$ cat config.mk
export PLATFORM = sky130hd
export DESIGN_NAME = mole_round_scheduler_flat
export DESIGN_NICKNAME = d
export VERILOG_FILES = /design/src/rtl/mole_round_scheduler_if.sv /design/src/rtl/mole_round_scheduler.sv /design/src/flat_wrapper.sv
export SDC_FILE = /design/constraint.sdc
export NUM_CORES = 1
export LEC_CHECK = 0
export CAP_MARGIN = 30
export CORE_MARGIN = 1
export CORE_UTILIZATION = 30
export DETAILED_ROUTE_END_ITERATION = 10
export SLEW_MARGIN = 20
export SYNTH_ARGS = -nofsm -noshare
export SYNTH_HDL_FRONTEND = slang
export SYNTH_SLANG_ARGS = --single-unit
$ cat constraint.sdc
create_clock -name clk -period 5.1 [get_ports clk]
set_input_delay 1.275 -clock clk [delete_from_list [all_inputs] [get_ports clk]]
set_output_delay 1.275 -clock clk [all_outputs]
set_load 0.02 [all_outputs]
$ cat src/rtl/mole_round_scheduler_if.sv
// Board-side bundle for the whack-a-mole round scheduler.
// master: key/switch front end driving start/whack/sw and reading display data.
// slave : the scheduler itself.
interface mole_round_scheduler_if;
    logic        start;
    logic        whack;
    logic [9:0]  sw;
    logic [9:0]  led;
    logic [9:0]  react_ms;
    logic [1:0]  round_idx;
    logic        result_valid;
    logic [9:0]  result_ms;
    logic        hit;
    logic [9:0]  best_ms;
    logic [11:0] total_ms;
    logic        done;

    modport master (
        output start, whack, sw,
        input  led, react_ms, round_idx, result_valid, result_ms, hit,
               best_ms, total_ms, done
    );

    modport slave (
        input  start, whack, sw,
        output led, react_ms, round_idx, result_valid, result_ms, hit,
               best_ms, total_ms, done
    );
endinterface

$ cat src/rtl/mole_round_scheduler.sv
// Multi-round whack-a-mole controller: random pre-mole delay, one lit mole,
// millisecond reaction timing, per-round judging and best/total tracking.
// Optional feature: define MOLE_EARLY_PENALTY_EN to treat a whack during the
// pre-mole delay as a false start (delay restarts, +100 ms penalty on total).
module mole_round_scheduler #(
    parameter int unsigned TICK_DIV     = 50000,
    parameter int unsigned ROUNDS       = 4,
    parameter int unsigned TIMEOUT_MS   = 999,
    parameter int unsigned DELAY_MIN_MS = 500
) (
    input  logic                 clk,
    input  logic                 resetn,
    mole_round_scheduler_if.slave bus
);

    typedef enum logic [2:0] {
        ST_IDLE,
        ST_WAIT,
        ST_SHOW,
        ST_SCORE,
        ST_DONE
    } state_t;

    localparam logic [19:0] DIV_LAST   = 20'(TICK_DIV - 1);
    localparam logic [9:0]  TIMEOUT    = 10'(TIMEOUT_MS);
    localparam logic [1:0]  LAST_ROUND = 2'(ROUNDS - 1);
    localparam logic [10:0] DELAY_MIN  = 11'(DELAY_MIN_MS);

    state_t      state;
    logic [9:0]  lfsr;
    logic [19:0] div;
    logic [10:0] ms_cnt;
    logic [10:0] target;
    logic [3:0]  mole_idx;

    logic [9:0]  led;
    logic [9:0]  react_ms;
    logic [1:0]  round_idx;
    logic        result_valid;
    logic [9:0]  result_ms;
    logic        hit;
    logic [9:0]  best_ms;
    logic [11:0] total_ms;
    logic        done;

    logic        tick;
    logic        whack_hit;
    logic        timed_out;
    logic [9:0]  score_val;
    logic [10:0] next_target;
    logic [3:0]  next_mole;
    logic [11:0] next_total;
`ifdef MOLE_EARLY_PENALTY_EN
    logic [12:0] score_sum;
    logic [12:0] pen_sum;
    logic [11:0] pen_total;
`endif

    // Per-cycle decode: tick, round-ending conditions, next delay/mole, totals
    always_comb begin
        tick        = (div == DIV_LAST);
        whack_hit   = bus.whack && (bus.sw == led);
        timed_out   = (react_ms == TIMEOUT);
        // On a same-cycle hit and timeout react_ms already equals TIMEOUT
        score_val   = whack_hit ? react_ms : TIMEOUT;
        next_target = DELAY_MIN + {2'b00, lfsr[8:0]};
        next_mole   = (lfsr[3:0] >= 4'd10) ? (lfsr[3:0] - 4'd10) : lfsr[3:0];
`ifdef MOLE_EARLY_PENALTY_EN
        score_sum   = {1'b0, total_ms} + {3'b000, score_val};
        next_total  = score_sum[12] ? '1 : score_sum[11:0];
        pen_sum     = {1'b0, total_ms} + 13'd100;
        pen_total   = pen_sum[12] ? '1 : pen_sum[11:0];
`else
        next_total  = total_ms + {2'b00, score_val};
`endif
    end

    // Game sequencer with registered outputs; LFSR and divider run every cycle
    always_ff @(posedge clk) begin
        if (!resetn) begin
            state        <= ST_IDLE;
            lfsr         <= 10'h001;
            div          <= '0;
            ms_cnt       <= '0;
            target       <= '0;
            mole_idx     <= '0;
            led          <= '0;
            react_ms     <= '0;
            round_idx    <= '0;
            result_valid <= 1'b0;
            result_ms    <= '0;
            hit          <= 1'b0;
            best_ms      <= '1;
            total_ms     <= '0;
            done         <= 1'b0;
        end else begin
            lfsr         <= {lfsr[8:0], lfsr[9] ^ lfsr[6]};
            div          <= tick ? '0 : div + 20'd1;
            result_valid <= 1'b0;
            case (state)
                ST_IDLE, ST_DONE: begin
                    if (bus.start) begin
                        state     <= ST_WAIT;
                        div       <= '0;
                        ms_cnt    <= '0;
                        target    <= next_target;
                        mole_idx  <= next_mole;
                        round_idx <= '0;
                        best_ms   <= '1;
                        total_ms  <= '0;
                        react_ms  <= '0;
                        done      <= 1'b0;
                    end
                end
                ST_WAIT: begin
`ifdef MOLE_EARLY_PENALTY_EN
                    if (bus.whack) begin
                        div      <= '0;
                        ms_cnt   <= '0;
                        target   <= next_target;
                        mole_idx <= next_mole;
                        total_ms <= pen_total;
                    end else
`endif
                    if (ms_cnt == target) begin
                        state    <= ST_SHOW;
                        div      <= '0;
                        led      <= 10'd1 << mole_idx;
                        react_ms <= '0;
                    end else if (tick) begin
                        ms_cnt <= ms_cnt + 11'd1;
                    end
                end
                ST_SHOW: begin
                    if (whack_hit || timed_out) begin
                        state        <= ST_SCORE;
                        led          <= '0;
                        result_valid <= 1'b1;
                        result_ms    <= score_val;
                        hit          <= whack_hit;
                        total_ms     <= next_total;
                        if (score_val < best_ms)
                            best_ms <= score_val;
                    end else if (tick) begin
                        react_ms <= react_ms + 10'd1;
                    end
                end
                ST_SCORE: begin
                    if (round_idx == LAST_ROUND) begin
                        state <= ST_DONE;
                        done  <= 1'b1;
                    end else begin
                        state     <= ST_WAIT;
                        round_idx <= round_idx + 2'd1;
                        div       <= '0;
                        ms_cnt    <= '0;
                        target    <= next_target;
                        mole_idx  <= next_mole;
                    end
                end
                default: state <= ST_IDLE;
            endcase
        end
    end

    assign bus.led          = led;
    assign bus.react_ms     = react_ms;
    assign bus.round_idx    = round_idx;
    assign bus.result_valid = result_valid;
    assign bus.result_ms    = result_ms;
    assign bus.hit          = hit;
    assign bus.best_ms      = best_ms;
    assign bus.total_ms     = total_ms;
    assign bus.done         = done;

endmodule
$ cat src/flat_wrapper.sv
// flat-port wrapper written by rule: the top's interface ports become plain ports
module mole_round_scheduler_flat 
#(
    parameter int unsigned TICK_DIV     = 50000,
    parameter int unsigned ROUNDS       = 4,
    parameter int unsigned TIMEOUT_MS   = 999,
    parameter int unsigned DELAY_MIN_MS = 500
)
  (clk, resetn, bus_start, bus_whack, bus_sw, bus_led, bus_react_ms, bus_round_idx, bus_result_valid, bus_result_ms, bus_hit, bus_best_ms, bus_total_ms, bus_done);
  mole_round_scheduler_if bus_i ();
  input  logic clk;
  input  logic resetn;
  input wire logic [$bits(bus_i.start)-1:0] bus_start;
  input wire logic [$bits(bus_i.whack)-1:0] bus_whack;
  input wire logic [$bits(bus_i.sw)-1:0] bus_sw;
  output wire logic [$bits(bus_i.led)-1:0] bus_led;
  output wire logic [$bits(bus_i.react_ms)-1:0] bus_react_ms;
  output wire logic [$bits(bus_i.round_idx)-1:0] bus_round_idx;
  output wire logic [$bits(bus_i.result_valid)-1:0] bus_result_valid;
  output wire logic [$bits(bus_i.result_ms)-1:0] bus_result_ms;
  output wire logic [$bits(bus_i.hit)-1:0] bus_hit;
  output wire logic [$bits(bus_i.best_ms)-1:0] bus_best_ms;
  output wire logic [$bits(bus_i.total_ms)-1:0] bus_total_ms;
  output wire logic [$bits(bus_i.done)-1:0] bus_done;
  assign bus_i.start = bus_start;
  assign bus_i.whack = bus_whack;
  assign bus_i.sw = bus_sw;
  assign bus_led = bus_i.led;
  assign bus_react_ms = bus_i.react_ms;
  assign bus_round_idx = bus_i.round_idx;
  assign bus_result_valid = bus_i.result_valid;
  assign bus_result_ms = bus_i.result_ms;
  assign bus_hit = bus_i.hit;
  assign bus_best_ms = bus_i.best_ms;
  assign bus_total_ms = bus_i.total_ms;
  assign bus_done = bus_i.done;
  mole_round_scheduler #(.TICK_DIV(TICK_DIV), .ROUNDS(ROUNDS), .TIMEOUT_MS(TIMEOUT_MS), .DELAY_MIN_MS(DELAY_MIN_MS)) u_core (.clk(clk), .resetn(resetn), .bus(bus_i));
endmodule
==> flow_summary.toml, run 1 <==
[cells_and_area]
stdcell_area_um2 = 7350
multi_input_area_um2 = 3310
seq_area_um2 = 2280
drive_gt1_share_pct = 7.92
diodes = 0
nNetsFinal = 786
syn_to_final_growth_pct = 27.1
fillerInstances = 1911

[sta]
finalWorstSetupSlack_ns = 0.907
rsz0062_at_grt = "false"
max_freq_mhz = 239
fin_crit_ns = 4.19
tightest_slew_ns = 0.941
finalCritPeriodShare_pct = 82.2
finalSetupViolCount = 0
slew_viol_final = 0
hold_viol = 0
relSlewSlack_pct = 37.1
tns_ns = 0
finClkSkew_ns = 0.0158

[setup_path]
start_kind = "primary input"
worstPathArrival_ns = 4.54
required_ns = 5.45
crit_path_max_fanout = 3
startpoint = "bus_sw[2]"
worstSetupPathType = "primary input to register"
reg2reg_slack_ns = 1.79
r2r_start = "u_core.bus.led[6]$_SDFFE_PN0P_"
worst_setup_path_end_kind = "register"

[power_and_ir_drop]
p_int_mw = 1.70
p_switching_mw = 0.551
clockPowerShare_pct = 52.1
pwr-share-comb_pct = 6.7
p_sw_share_pct = 24.5
p_leak_nw = 2.72
ir_drop_uv = 231
p_seq_share_pct = 41.2
total_power_mw = 2.25
p_per_area_nw_per_um2 = 306

[synthesis]
synth_edf_count = 0
syn-num-nets = 716
synthArstFlopShare_pct = 0
yosys_warnings = 0
synthFlopType = "dfxtp_1"
syn_inst = 675
synth_cell_type_count = 55
syn_area_um2 = 5790
ys_ff_latch = 114
ys_seq_area_share_pct = 39.4
syn_area_per_cell_um2 = 8.57

[floorplan]
die_w_um = 141
core_um2 = 18800
initial_core_util_pct = 30.7
dieHeight_um = 141
dieArea_um2 = 19800
rows = 50
ioPinCount = 71

[global_route]
grt_pass1_wl_um = 24900
grt_overflow = 0
grt.total_usage_pct = 16.1
grt_pass1_vias = 4628
antenna_found_initial = 0
grt_max_degree = 46

[clock_tree]
clk_latency_ns = 0.42
hold_buffers = 0
cts_buffers = 17
cts.repair.resized = 0
post_cts.repair.setup_buffers = 0
htreeDepth = 4
cts_tree = "yes"
cts_max_path_buffers = 2
clkTransAtPathRegs_ns = 0.06
cts.sinks = 114
cts_root_buf = "clkbuf_16"

[detailed_routing]
avgRoutedWirePerCell_um = 14.9
drtIter0Drc = 327
routed_wl_um = 15200
routed_via_density = 5.02
drtPass1Iterations = 5
drc = 0
vias = 5113
ant_nets = 0

[placed_design]
place_congestion = 0.866
pre_cts_ws_ns = 0.484
io_buffers = 70
dpl.hpwl_um = 11000
dpl_cell_area_um2 = 6770

[outcome]
status = "finished, final reports clean"

[hold_path]
worstHoldPathType = "register to register"
hp-start = "u_core.div[0]$_SDFF_PN0_"

[run]
drv_cap = 0
-- per-stage QoR --
stage                     util, %  cells  hold slack (ns)
after floorplan                 -    675            0.413
after global placement       36.0    986            0.429
after detailed placement     36.0    986            0.437
after CTS                    39.0   1018            0.449
after global routing         39.0   1018            0.462
final                        39.0   1018            0.447
-- flip-flops by register name, summed over array words and instances, names as in the netlist, 2 cells and up --
signal / flops
u_core.div: 20
u_core.bus.total_ms: 12
u_core.ms_cnt: 11
u_core.bus.best_ms: 10
u_core.bus.led: 10
u_core.bus.react_ms: 10
u_core.bus.result_ms: 10
u_core.lfsr: 10
u_core.target: 9
u_core.mole_idx: 4
u_core.state: 3
u_core.bus.round_idx: 2
-- synth_stat cells (2+ instances only) --
library cell	instances	area share, %
nor2b_1	5	0.54
nor3_1	16	1.4
o21ai_0	28	2.4
inv_1	20	1.3
xnor2_1	28	4.2
o21a_1	2	0.26
a31oi_1	2	0.22
ha_1	26	5.6
a22oi_1	4	0.52
and3_1	11	1.2
nor3b_1	13	1.7
or3_1	11	1.2
a211oi_1	13	1.7
clkbuf_1	24	1.6
mux2i_1	14	2.4
and2_1	9	0.97
o31ai_1	13	1.7
nand4_1	16	1.7
or4_1	12	1.6
o211ai_1	7	0.91
and4_1	5	0.76
nand3_1	31	2.7
nor2_1	90	5.8
a32o_1	2	0.35
nand2_1	43	2.8
dfxtp_1	114	39
buf_2	5	0.43
nand2b_1	12	1.3
xor2_1	21	3.2
or2_2	4	0.43
nor4_1	7	0.76
a21o_1	2	0.26
a21oi_1	33	2.9
nand3b_1	3	0.39
o31a_1	2	0.30
nor4_2	2	0.43
o221a_2	7	1.4
-- layer usage --
layer / global-route usage (%) / part of all wire [%]
met1: 22.3 / 50
met3: 4.04 / 4.4
met5: 0 / 0
met2: 24.6 / 44
met4: 4.46 / 0.93
-- worst max-delay path, cell delays in order --
cell and delay [ns]:
clkdlybuf4s50_1 0.47, xnor2_1 0.14, nand4_1 0.25, nor4_1 0.32
buf_4 0.18, inv_1 0.06, ha_1 0.28, a211oi_1 0.32
o21bai_1 0.15, or4_1 0.46, a311o_1 0.34, nand4_1 0.11
mux2i_1 0.17
-- path summary, 6_finish.rpt --
check	endpoint	cells after the start
setup / recovery	u_core.bus.total_ms[11]$_SDFFE_PN0P_	13
hold / removal	u_core.div[0]$_SDFF_PN0_	1
setup reg to reg	u_core.bus.total_ms[11]$_SDFFE_PN0P_	12
hold reg to reg	u_core.div[0]$_SDFF_PN0_	1
-- kinds of logic (layout without fill, tap and decap cells) --
kind of cell | count (synthesis) | in the layout | share of synthesized area (%)
xor+xnor | 49 | 49 | 7.42
fa+ha+maj | 27 | 27 | 5.97
mux | 14 | 14 | 2.42
flops | 114 | 114 | 39.4
buf+inv | 51 | 134 | 3.48
compound gates | 125 | 125 | 14.8
simple gates | 295 | 295 | 26.5
-- power by group through the flow --
stage          clock (mW)  combinational, mW  sequential, mW
6_report             1.17              0.151           0.926
5_1_grt              1.24              0.168           0.927
4_1_cts              1.19              0.152           0.925
3_5_place_dp            0              0.151           0.945
3_3_place_gp            0              0.150           0.945
2_1_floorplan           0              0.105           0.940
-- cell usage in the layout (no fill, tap or decap), types with 5 or more instances in the layout --
cell / count
nor4_1: 7
a211oi_1: 13
and3_1: 11
or4_1: 12
buf_4: 11
clkbuf_16: 17
o21ai_0: 28
xnor2_1: 28
inv_1: 20
nor3b_1: 12
nand2_1: 43
o211ai_1: 7
nand2b_1: 12
mux2i_1: 14
clkdlybuf4s50_1: 69
nor2b_1: 5
clkinvlp_4: 5
xor2_1: 21
nand3_1: 31
nor2_1: 90
or3_1: 11
nand4_1: 16
and4_1: 5
ha_1: 26
nor3_1: 16
and2_1: 9
dfxtp_1: 114
o221a_2: 7
a21oi_1: 33
o31ai_1: 13
-- final cells by class --
type	count	share of cell area (%)
repair buffers	81	10.6
inverters	21	1.07
multi-input cells	510	45.0
clock buffers	20	6.08
flip-flops and latches	114	31.0
well taps	260	4.42
clock inverters	12	1.82
Note: power is estimated with default switching activity, not from simulation.
==> inputs of run 2 (changes only) <==
- clock period: 5.1 -> 4.1 ns (I/O delays scaled with it)
==> run 2 against run 1 <==
Effect of this change: clock power rose by 35%; via count rose by 2.6%; combinational power rose by 30%; non-clock buffer count rose by 36; global-route usage rose by 0.45 points; routed wire length rose by 3.4%.
==> flow_summary.toml, run 2 (synthesized netlist as in run 1, its figures left out) <==
[outcome]
status = "finished, final reports clean"

[cells_and_area]
largest-register = "u_core.div"
largest_reg_flops = 20
diodes = 0
top_regs = "u_core.div x20, u_core.bus.total_ms x12, u_core.ms_cnt x11"
drive_gt1_share_pct = 12.4
fillerInstances = 1900
most-common-layout-cells = "dfxtp_1 (114), nor2_1 (90), clkdlybuf4s50_1 (69)"
nNetsFinal = 822
instances_no_fill = 1053
final_common_cell = "dfxtp_1"
seq_area_um2 = 2280
syn_to_final_growth_pct = 33.1
stdcell_area_um2 = 7700
multi_input_area_um2 = 3320

[placed_design]
io_buffers = 70
pre_cts_ws_ns = -0.289
place_congestion = 0.822
dpl_cell_area_um2 = 7050
dpl.hpwl_um = 11300
dp_cells = 1022

[detailed_routing]
drtPass1Iterations = 5
drc = 0
vias = 5247
drtIter0Drc = 288
avgRoutedWirePerCell_um = 14.9
routed_wl_um = 15700
routed_via_density = 4.98
ant_nets = 0

[clock_tree]
cts_root_buf = "clkbuf_16"
cts.sinks = 114
htreeDepth = 4
cts_buffers = 17
clk_latency_ns = 0.42
cts_tree = "yes"
clkTransAtPathRegs_ns = 0.05
hold_buffers = 0
cts_max_path_buffers = 2

[sta]
hold_slack_ns = 0.443
hold_viol = 0
finalSetupViolCount = 0
max_freq_mhz = 258
finClkSkew_ns = 0.0115
finalCritPeriodShare_pct = 94.6
finalWorstSetupSlack_ns = 0.223
rsz0062_at_grt = "false"
slew_viol_final = 0
relSlewSlack_pct = 43.4
fin_crit_ns = 3.88
tns_ns = 0
tightest_slew_ns = 0.845

[setup_path]
worstPathArrival_ns = 4.22
crit_path_max_fanout = 3
worstSetupPathType = "primary input to register"
start_kind = "primary input"
required_ns = 4.44
worst_setup_path_end_kind = "register"
reg2reg_slack_ns = 0.90

[power_and_ir_drop]
ir_drop_uv = 271
p_leak_nw = 2.95
p_per_area_nw_per_um2 = 381

[global_route]
grt_pass1_vias = 5015
grt.total_usage_pct = 16.5
grt_pass1_wl_um = 25900
antenna_found_initial = 0
grt_max_degree = 48
grt_overflow = 0

[run]
drv_cap = 0

[floorplan]
dieHeight_um = 141
initial_core_util_pct = 30.7
rows = 50
die_w_um = 141
ioPinCount = 71
dieArea_um2 = 19800
core_um2 = 18800

[hold_path]
worstHoldPathType = "register to register"
==> run 2: cell count changes in the layout (fill, tap and decap cells not counted), moves of 2 or more <==
cell	previous run	this run
buf_4	11	46
clkinvlp_4	5	0
bufinv_16	2	4
clkbuf_8	1	3
==> run 2: path summary, 6_finish.rpt <==
kind,start,to,depth (start not counted)
min reg2reg,u_core.div[0]$_SDFF_PN0_,u_core.div[0]$_SDFF_PN0_,1
min,u_core.div[0]$_SDFF_PN0_,u_core.div[0]$_SDFF_PN0_,1
max reg2reg,u_core.bus.led[0]$_SDFFE_PN0P_,u_core.bus.total_ms[11]$_SDFFE_PN0P_,12
max,bus_sw[2],u_core.bus.total_ms[11]$_SDFFE_PN0P_,13
==> run 2: layout make-up <==
class	count	area share (%)
Multi-Input combinational cell	510	43.2
Sequential cell	114	29.6
Timing Repair Buffer	117	13.8
Clock buffer	22	6.16
Tap cell	260	4.23
Clock inverter	9	1.98
Inverter	21	1.02
==> run 2: what timing repair did <==
action,4_1_cts,5_1_grt
setup buffers,0,0
setup endpoints to repair,0,2
gates resized for setup,0,3
==> run 2: worst max-delay path, cell delays in order <==
cell and delay, ns:
clkdlybuf4s50_1 0.47, xnor2_1 0.14, nand4_1 0.26, nor4_2 0.31
buf_4 0.15, inv_1 0.05, ha_1 0.30, a211oi_2 0.28
o21bai_1 0.13, or4_1 0.48, a311o_1 0.34, nand4_1 0.11
mux2i_1 0.17
==> run 2: per-stage QoR <==
step,util (%),power [mW]
finish,40.9,2.93
global route,40.9,3.04
CTS,40.8,2.96
detailed placement,37.5,1.37
global placement,37.5,1.37
floorplan,-,1.30
==> run 2: power breakdown <==
part	leakage (nW)	internal, mW	switching (mW)
combinational	1.72	0.0775	0.119
clock	0.310	1.06	0.522
sequential	0.923	1.13	0.0223
total	2.95	2.27	0.664
==> run 2: routing by layer <==
metal  vias to the layer above  wire, um  part of all wire [%]  track usage (%)
li1                       2644         -                     -                -
met1                      2485      7790                    50             22.3
met2                       101      7010                    45             25.9
met3                        17       759                   4.8             4.31
met4                         0       142                  0.90             4.63
met5                         -         0                     0                0
